===== src/rtl/tlb_fa_pkg.sv =====
`default_nettype none
// ============================================================================
//  Module      : tlb_pkg
//  Description : Shared types for the fully associative data TLB: FSM state
//                encoding, per-entry storage record, index-width helper.
//  Revision    : 1.0 - initial release
// ============================================================================
package tlb_pkg;

   // Storage width for the VPN/PPN fields of an entry. Each instance writes
   // only its low VPN_W bits and zero-extends, so any VPN_W up to this value
   // is supported by the same record type.
   localparam int TLB_MAX_VPN_W = 64;

   typedef enum logic [0:0] {
      TLB_IDLE = 1'b0,
      TLB_WALK = 1'b1
   } tlb_state_t;

   typedef struct packed {
      logic                     valid;
      logic [TLB_MAX_VPN_W-1:0] vpn;
      logic [TLB_MAX_VPN_W-1:0] ppn;
   } tlb_entry_t;

   // Width of an index into an array of n entries (at least one bit).
   function automatic int idx_width(input int n);
      return (n > 1) ? $clog2(n) : 1;
   endfunction

endpackage
`default_nettype wire


===== src/rtl/tlb_victim_sel.sv =====
`default_nettype none
// ============================================================================
//  Module      : tlb_victim_sel
//  Description : Fill-victim choice. Lowest-index invalid entry if any,
//                otherwise the round-robin pointer (use_ptr flags that case).
//  Revision    : 1.0 - initial release
// ============================================================================
module tlb_victim_sel
   import tlb_pkg::*;
#(
   parameter int ENTRIES = 4,
   parameter int IDX_W   = idx_width(ENTRIES)
) (
   input  logic [ENTRIES-1:0] valid,
   input  logic [IDX_W-1:0]   victim_ptr,
   output logic [IDX_W-1:0]   victim_idx,
   output logic               use_ptr
);

   // Scan high to low so the lowest invalid index is the one that sticks.
   always_comb begin
      use_ptr    = 1'b1;
      victim_idx = victim_ptr;
      for (int i = ENTRIES - 1; i >= 0; i--) begin
         if (!valid[i]) begin
            use_ptr    = 1'b0;
            victim_idx = IDX_W'(i);
         end
      end
   end

endmodule
`default_nettype wire


===== src/rtl/tlb_fa.sv =====
`default_nettype none
// ============================================================================
//  Module      : tlb_fa
//  Description : Fully associative data TLB. Same-cycle translation on hit;
//                on miss stalls and runs a request/response walk, then fills
//                one entry. Supports a full flush.
//  Revision    : 1.0 - initial release
// ============================================================================
module tlb_fa
   import tlb_pkg::*;
#(
   parameter int ENTRIES   = 4,
   parameter int VA_W      = 32,
   parameter int PAGE_BITS = 10
) (
   input  logic                      clock,
   input  logic                      reset,
   input  logic                      req_valid_in,
   input  logic [VA_W-1:0]           virt_addr_in,
   output logic [VA_W-1:0]           phys_addr_out,
   output logic                      hit_out,
   output logic                      stall_out,
   input  logic                      flush_in,
   output logic                      walk_req_valid_out,
   output logic [VA_W-PAGE_BITS-1:0] walk_req_vpn_out,
   input  logic                      walk_resp_valid_in,
   input  logic [VA_W-PAGE_BITS-1:0] walk_resp_ppn_in
);

   localparam int VPN_W = VA_W - PAGE_BITS;
   localparam int IDX_W = idx_width(ENTRIES);

   tlb_state_t          state;
   tlb_state_t          state_next;
   tlb_entry_t          entries [ENTRIES];
   logic [ENTRIES-1:0]  valid_vec;
   logic [IDX_W-1:0]    victim_ptr;
   logic [IDX_W-1:0]    victim_idx;
   logic                use_ptr;
   logic                drop_fill;

   logic [VPN_W-1:0]     req_vpn;
   logic [PAGE_BITS-1:0] req_offset;
   logic                 hit_raw;
   logic [VPN_W-1:0]     hit_ppn;
   logic                 launch;
   logic                 resp_accept;
   logic                 fill_en;

   assign req_vpn    = virt_addr_in[VA_W-1:PAGE_BITS];
   assign req_offset = virt_addr_in[PAGE_BITS-1:0];
   assign fill_en    = resp_accept && !drop_fill;

   // Gather valid bits for the victim selector.
   always_comb begin
      valid_vec = '0;
      for (int i = 0; i < ENTRIES; i++) begin
         valid_vec[i] = entries[i].valid;
      end
   end

   // Associative lookup; scanning downward lets the lowest matching index win.
   always_comb begin
      hit_raw = 1'b0;
      hit_ppn = '0;
      for (int i = ENTRIES - 1; i >= 0; i--) begin
         if (req_valid_in && entries[i].valid &&
             entries[i].vpn == TLB_MAX_VPN_W'(req_vpn)) begin
            hit_raw = 1'b1;
            hit_ppn = entries[i].ppn[VPN_W-1:0];
         end
      end
   end

   // Next-state and control outputs; lookups are suppressed while walking.
   always_comb begin
      state_next         = state;
      hit_out            = 1'b0;
      stall_out          = 1'b0;
      walk_req_valid_out = 1'b0;
      launch             = 1'b0;
      resp_accept        = 1'b0;
      case (state)
         TLB_IDLE: begin
            hit_out   = hit_raw;
            stall_out = req_valid_in && !hit_raw;
            if (req_valid_in && !hit_raw) begin
               launch     = 1'b1;
               state_next = TLB_WALK;
            end
         end
         TLB_WALK: begin
            stall_out          = 1'b1;
            walk_req_valid_out = 1'b1;
            if (walk_resp_valid_in) begin
               resp_accept = 1'b1;
               state_next  = TLB_IDLE;
            end
         end
         default: begin
            state_next = TLB_IDLE;
         end
      endcase
   end

   // Translated address is zero unless the lookup is reported as a hit.
   always_comb begin
      phys_addr_out = '0;
      if (hit_out) begin
         phys_addr_out = {hit_ppn, req_offset};
      end
   end

   // FSM state register.
   always_ff @(posedge clock) begin
      if (reset) begin
         state <= TLB_IDLE;
      end else begin
         state <= state_next;
      end
   end

   // Walk VPN latch and drop-fill flag for responses orphaned by a flush.
   always_ff @(posedge clock) begin
      if (reset) begin
         walk_req_vpn_out <= '0;
         drop_fill        <= 1'b0;
      end else begin
         if (launch) begin
            walk_req_vpn_out <= req_vpn;
         end
         if (resp_accept) begin
            drop_fill <= 1'b0;
         end else if (flush_in && (state == TLB_WALK || launch)) begin
            drop_fill <= 1'b1;
         end
      end
   end

   // Entry storage; a flush overrides a same-cycle fill so the entry ends invalid.
   always_ff @(posedge clock) begin
      for (int i = 0; i < ENTRIES; i++) begin
         if (reset) begin
            entries[i].valid <= 1'b0;
         end else begin
            if (fill_en && IDX_W'(i) == victim_idx) begin
               entries[i].vpn   <= TLB_MAX_VPN_W'(walk_req_vpn_out);
               entries[i].ppn   <= TLB_MAX_VPN_W'(walk_resp_ppn_in);
               entries[i].valid <= 1'b1;
            end
            if (flush_in) begin
               entries[i].valid <= 1'b0;
            end
         end
      end
   end

   // Round-robin pointer moves only when a fill actually consumed it.
   always_ff @(posedge clock) begin
      if (reset) begin
         victim_ptr <= '0;
      end else if (fill_en && use_ptr) begin
         if (victim_ptr == IDX_W'(ENTRIES - 1)) begin
            victim_ptr <= '0;
         end else begin
            victim_ptr <= victim_ptr + IDX_W'(1);
         end
      end
   end

   tlb_victim_sel #(
      .ENTRIES (ENTRIES),
      .IDX_W   (IDX_W)
   ) u_victim_sel (
      .valid      (valid_vec),
      .victim_ptr (victim_ptr),
      .victim_idx (victim_idx),
      .use_ptr    (use_ptr)
   );

endmodule
`default_nettype wire

===== config.mk =====
export PLATFORM = sky130hd
export DESIGN_NAME = tlb_fa
export DESIGN_NICKNAME = d
export VERILOG_FILES = /design/src/rtl/tlb_fa_pkg.sv /design/src/rtl/tlb_victim_sel.sv /design/src/rtl/tlb_fa.sv
export SDC_FILE = /design/constraint.sdc
export NUM_CORES = 1
export LEC_CHECK = 0
export CORE_ASPECT_RATIO = 0.9
export CORE_MARGIN = 4
export CORE_UTILIZATION = 56
export CTS_CLUSTER_SIZE = 30
export DETAILED_ROUTE_END_ITERATION = 8
export HOLD_SLACK_MARGIN = 0.15
export MAX_ROUTING_LAYER = met4
export PLACE_DENSITY_LB_ADDON = 0.25
export SLEW_MARGIN = 20
export SYNTH_ARGS = -nofsm -noshare
export SYNTH_HDL_FRONTEND = slang
export SYNTH_HIERARCHICAL = 1
export SYNTH_SLANG_ARGS = --single-unit

===== constraint.sdc =====
create_clock -name clock -period 5.3 [get_ports clock]
set_input_delay 1.59 -clock clock [delete_from_list [all_inputs] [get_ports clock]]
set_output_delay 1.59 -clock clock [all_outputs]
set_load 0.05 [all_outputs]

==> impl_metrics.env <==
export IMPL_multi_input_area_sq_mm=0.003817
export IMPL_tns_ns=-0.9456
export IMPL_rsz0062_at_grt="yes"
export IMPL_powerDensity_mw_per_mm2=271.3
export IMPL_fin_hold_ws_ns=0.5020
export IMPL_arrival_ns=3.79
export IMPL_crit_fanout=8
export IMPL_dpl_cell_count=1041
export IMPL_period_share=1.014
export IMPL_synth_edf_count=180
export IMPL_synth_area_top_cells="edfxtp_1 59%, xor2_1 8.2%, dfxtp_1 5.7%"
export IMPL_dpl_instance_area_sq_mm=0.01148
export IMPL_ys_seq_area_frac=0.6442
export IMPL_grt_overflow_total=0
export IMPL_drt_met1_wl_microns=10520
export IMPL_cts_root_buffer="clkbuf_16"
export IMPL_finalClockSkew_ns=0.006976
export IMPL_met3_length_microns=1988
export IMPL_port_buffer_count=115
export IMPL_cts_reportedPaths_clkPinSlew_ns=0.06
export IMPL_clockBufferDepth=3
export IMPL_antenna_found_initial=0
export IMPL_max_cap_violations=0
export IMPL_ys_warn_count=6
export IMPL_synth_flop_cell="edfxtp_1"
export IMPL_syn_area_per_cell_sq_um=13.51
export IMPL_grt_max_degree=57
export IMPL_floorplan_initialDensity=0.5703
export IMPL_final_util=0.8224
export IMPL_num_rows=44
export IMPL_hold_viol=0
export IMPL_max_freq_mhz=186.0
export IMPL_die_area_sq_mm=0.01854
export IMPL_via_per_inst=5.805
export IMPL_min_period_ns=5.376
export IMPL_synth_nets=741
export IMPL_die_w_microns=143.1
export IMPL_setup_viol=25
export IMPL_routed_wl_microns=25580
export IMPL_insertion_delay_ns=0.49
export IMPL_drt_iter0_drc=553
export IMPL_wire_per_inst_microns=23.40
export IMPL_slew_viol_final=0
export IMPL_violations="negative setup slack"
export IMPL_netlist_area_sq_mm=0.009199
export IMPL_top_layer="met4"
export IMPL_dr_pass1_iters=5
export IMPL_synth_common_cells="180 x edfxtp_1, 86 x xor2_1, 45 x nand2b_1, 44 x mux2i_1, 43 x nand2_1"
export IMPL_synth_cell_types=38
export IMPL_synth_cells=681
export IMPL_drive_gt1_frac=0.3454
export IMPL_post_place_ws_ns=-0.5132
export IMPL_cp_start_kind="primary input"
export IMPL_total_power_mw=3.599
export IMPL_finalInstanceArea_sq_mm=0.01327
export IMPL_end_kind="output port"
export IMPL_worstMarginPinSlew_ns=0.7307
export IMPL_dpl_hpwl_microns=15680
export IMPL_coreArea_sq_mm=0.01613
export IMPL_ys_seq_elements=206
export IMPL_pin_count=116
export IMPL_cts_sinks=206
export IMPL_ant_nets=0
export IMPL_yosysTopAreaCell="edfxtp_1"
export IMPL_drc_errors=0
export IMPL_path_class="in2out"
export IMPL_required_ns=3.71
export IMPL_status="complete, but fails checks"
export IMPL_synthArstFlopShare=0
export IMPL_hp_class="reg2reg"
export IMPL_grtUsageTotal=0.2799
export IMPL_leakage_nw=4.616
export IMPL_diodes=0
export IMPL_cts_tree="yes"
export IMPL_vias=6345
export IMPL_grt_pass1_wl_microns=37660
export IMPL_gp_congestion=0.9623
export IMPL_irDropWorstVdd_mv=0.3420
export IMPL_synth_top_area_frac=0.5876
export IMPL_areaGrowthSynthToFinish_pct=44.22
export IMPL_grt_pass1_vias=6453
export IMPL_setup_slack_ns=-0.07638
export IMPL_regArea_sq_mm=0.005926
export IMPL_worst_slew_margin_rel=0.5092
export IMPL_fillerInstances=792
export IMPL_synth_most_common_cell="edfxtp_1"
export IMPL_finalNonFillerCells=1093
export IMPL_h_tree_depth=1
export IMPL_fin_nets=932
export IMPL_cts_buffers=21
export IMPL_die_h_microns=129.6
export IMPL_route_met2_wl_microns=12630
[state kept, by name, indices dropped and copies added, names as in the netlist]
signal,flops
drop_fill,1
entries,180
state,1
victim_ptr,2
walk_req_vpn_out,22
[layer usage]
metal	vias to the layer above	GRT usage
met2	288	0.4439
met5	-	-
met1	3196	0.3842
met4	0	0.05646
met3	36	0.05387
li1	2825	-
[logic make-up (layout without fill, tap and decap cells)]
group | count (synthesis) | in the layout | share of synthesized area
AOI/OAI and AO/OA | 53 | 53 | 0.06067
xor gates and xnor gates | 88 | 88 | 0.08379
adders and majority gates | 1 | 1 | 0.001360
buffers and inverters | 83 | 288 | 0.04067
DFF | 206 | 206 | 0.6442
muxes | 44 | 44 | 0.04788
and+or+nand+nor | 206 | 206 | 0.1215
[cell type report]
| cell class | instances | share of cell area |
|---|---|---|
| Multi-Input combinational cell | 392 | 0.2877 |
| Sequential cell | 206 | 0.4467 |
| Clock buffer | 30 | 0.04593 |
| Clock inverter | 7 | 0.006508 |
| Inverter | 36 | 0.01019 |
| Tap cell | 207 | 0.01952 |
| Timing Repair Buffer | 215 | 0.1834 |
[path summary, 6_finish.rpt]
path | end | slack [ns] | cells after the start | from
setup / recovery | phys_addr_out[31] | -0.08 | 12 | virt_addr_in[24]
hold / removal | victim_ptr[1] | 0.50 | 2 | victim_ptr[1]
setup reg to reg | walk_req_vpn_out[12] | 2.53 | 10 | entries[1][36]
hold reg to reg | victim_ptr[1] | 0.50 | 2 | victim_ptr[1]
[power by group]
group	total (mW)	internal [mW]	switching (mW)
sequential	1.81	1.79	0.0249
clock	1.49	0.895	0.590
combinational	0.301	0.129	0.172
[timing repair]
action                                  in CTS  in global routing
hold buffers                                 0                  0
gates cloned                                 7                  1
endpoints found under the setup margin      34                 34
pin swaps                                   32                 29
gates resized for setup                    173                 60
setup buffers                                7                  4
[placed cells by master, fill, tap and decap left out, drive strengths merged, types with 3 or more instances in the layout]
master	instances
nand4	6
clkinv	5
xor2	86
nand2	43
clkdlybuf4s15	6
nand4b	4
nand2b	45
buf	146
nor3	37
edfxtp	180
clkbuf	32
clkdlybuf4s50	58
nor4	37
nor2	25
dfxtp	26
mux2i	44
o21bai	22
bufbuf	3
a221oi	22
inv	35
[worst max-delay path: stages]
cell	delay [ns]
clkdlybuf4s15_2	0.23
buf_4	0.15
xor2_1	0.19
nor4_1	0.26
nand2_1	0.16
buf_4	0.19
buf_4	0.18
nor3_4	0.22
mux2i_4	0.10
a221oi_2	0.23
buf_4	0.16
buf_12	0.13
Note: power is estimated with default switching activity, not from simulation.
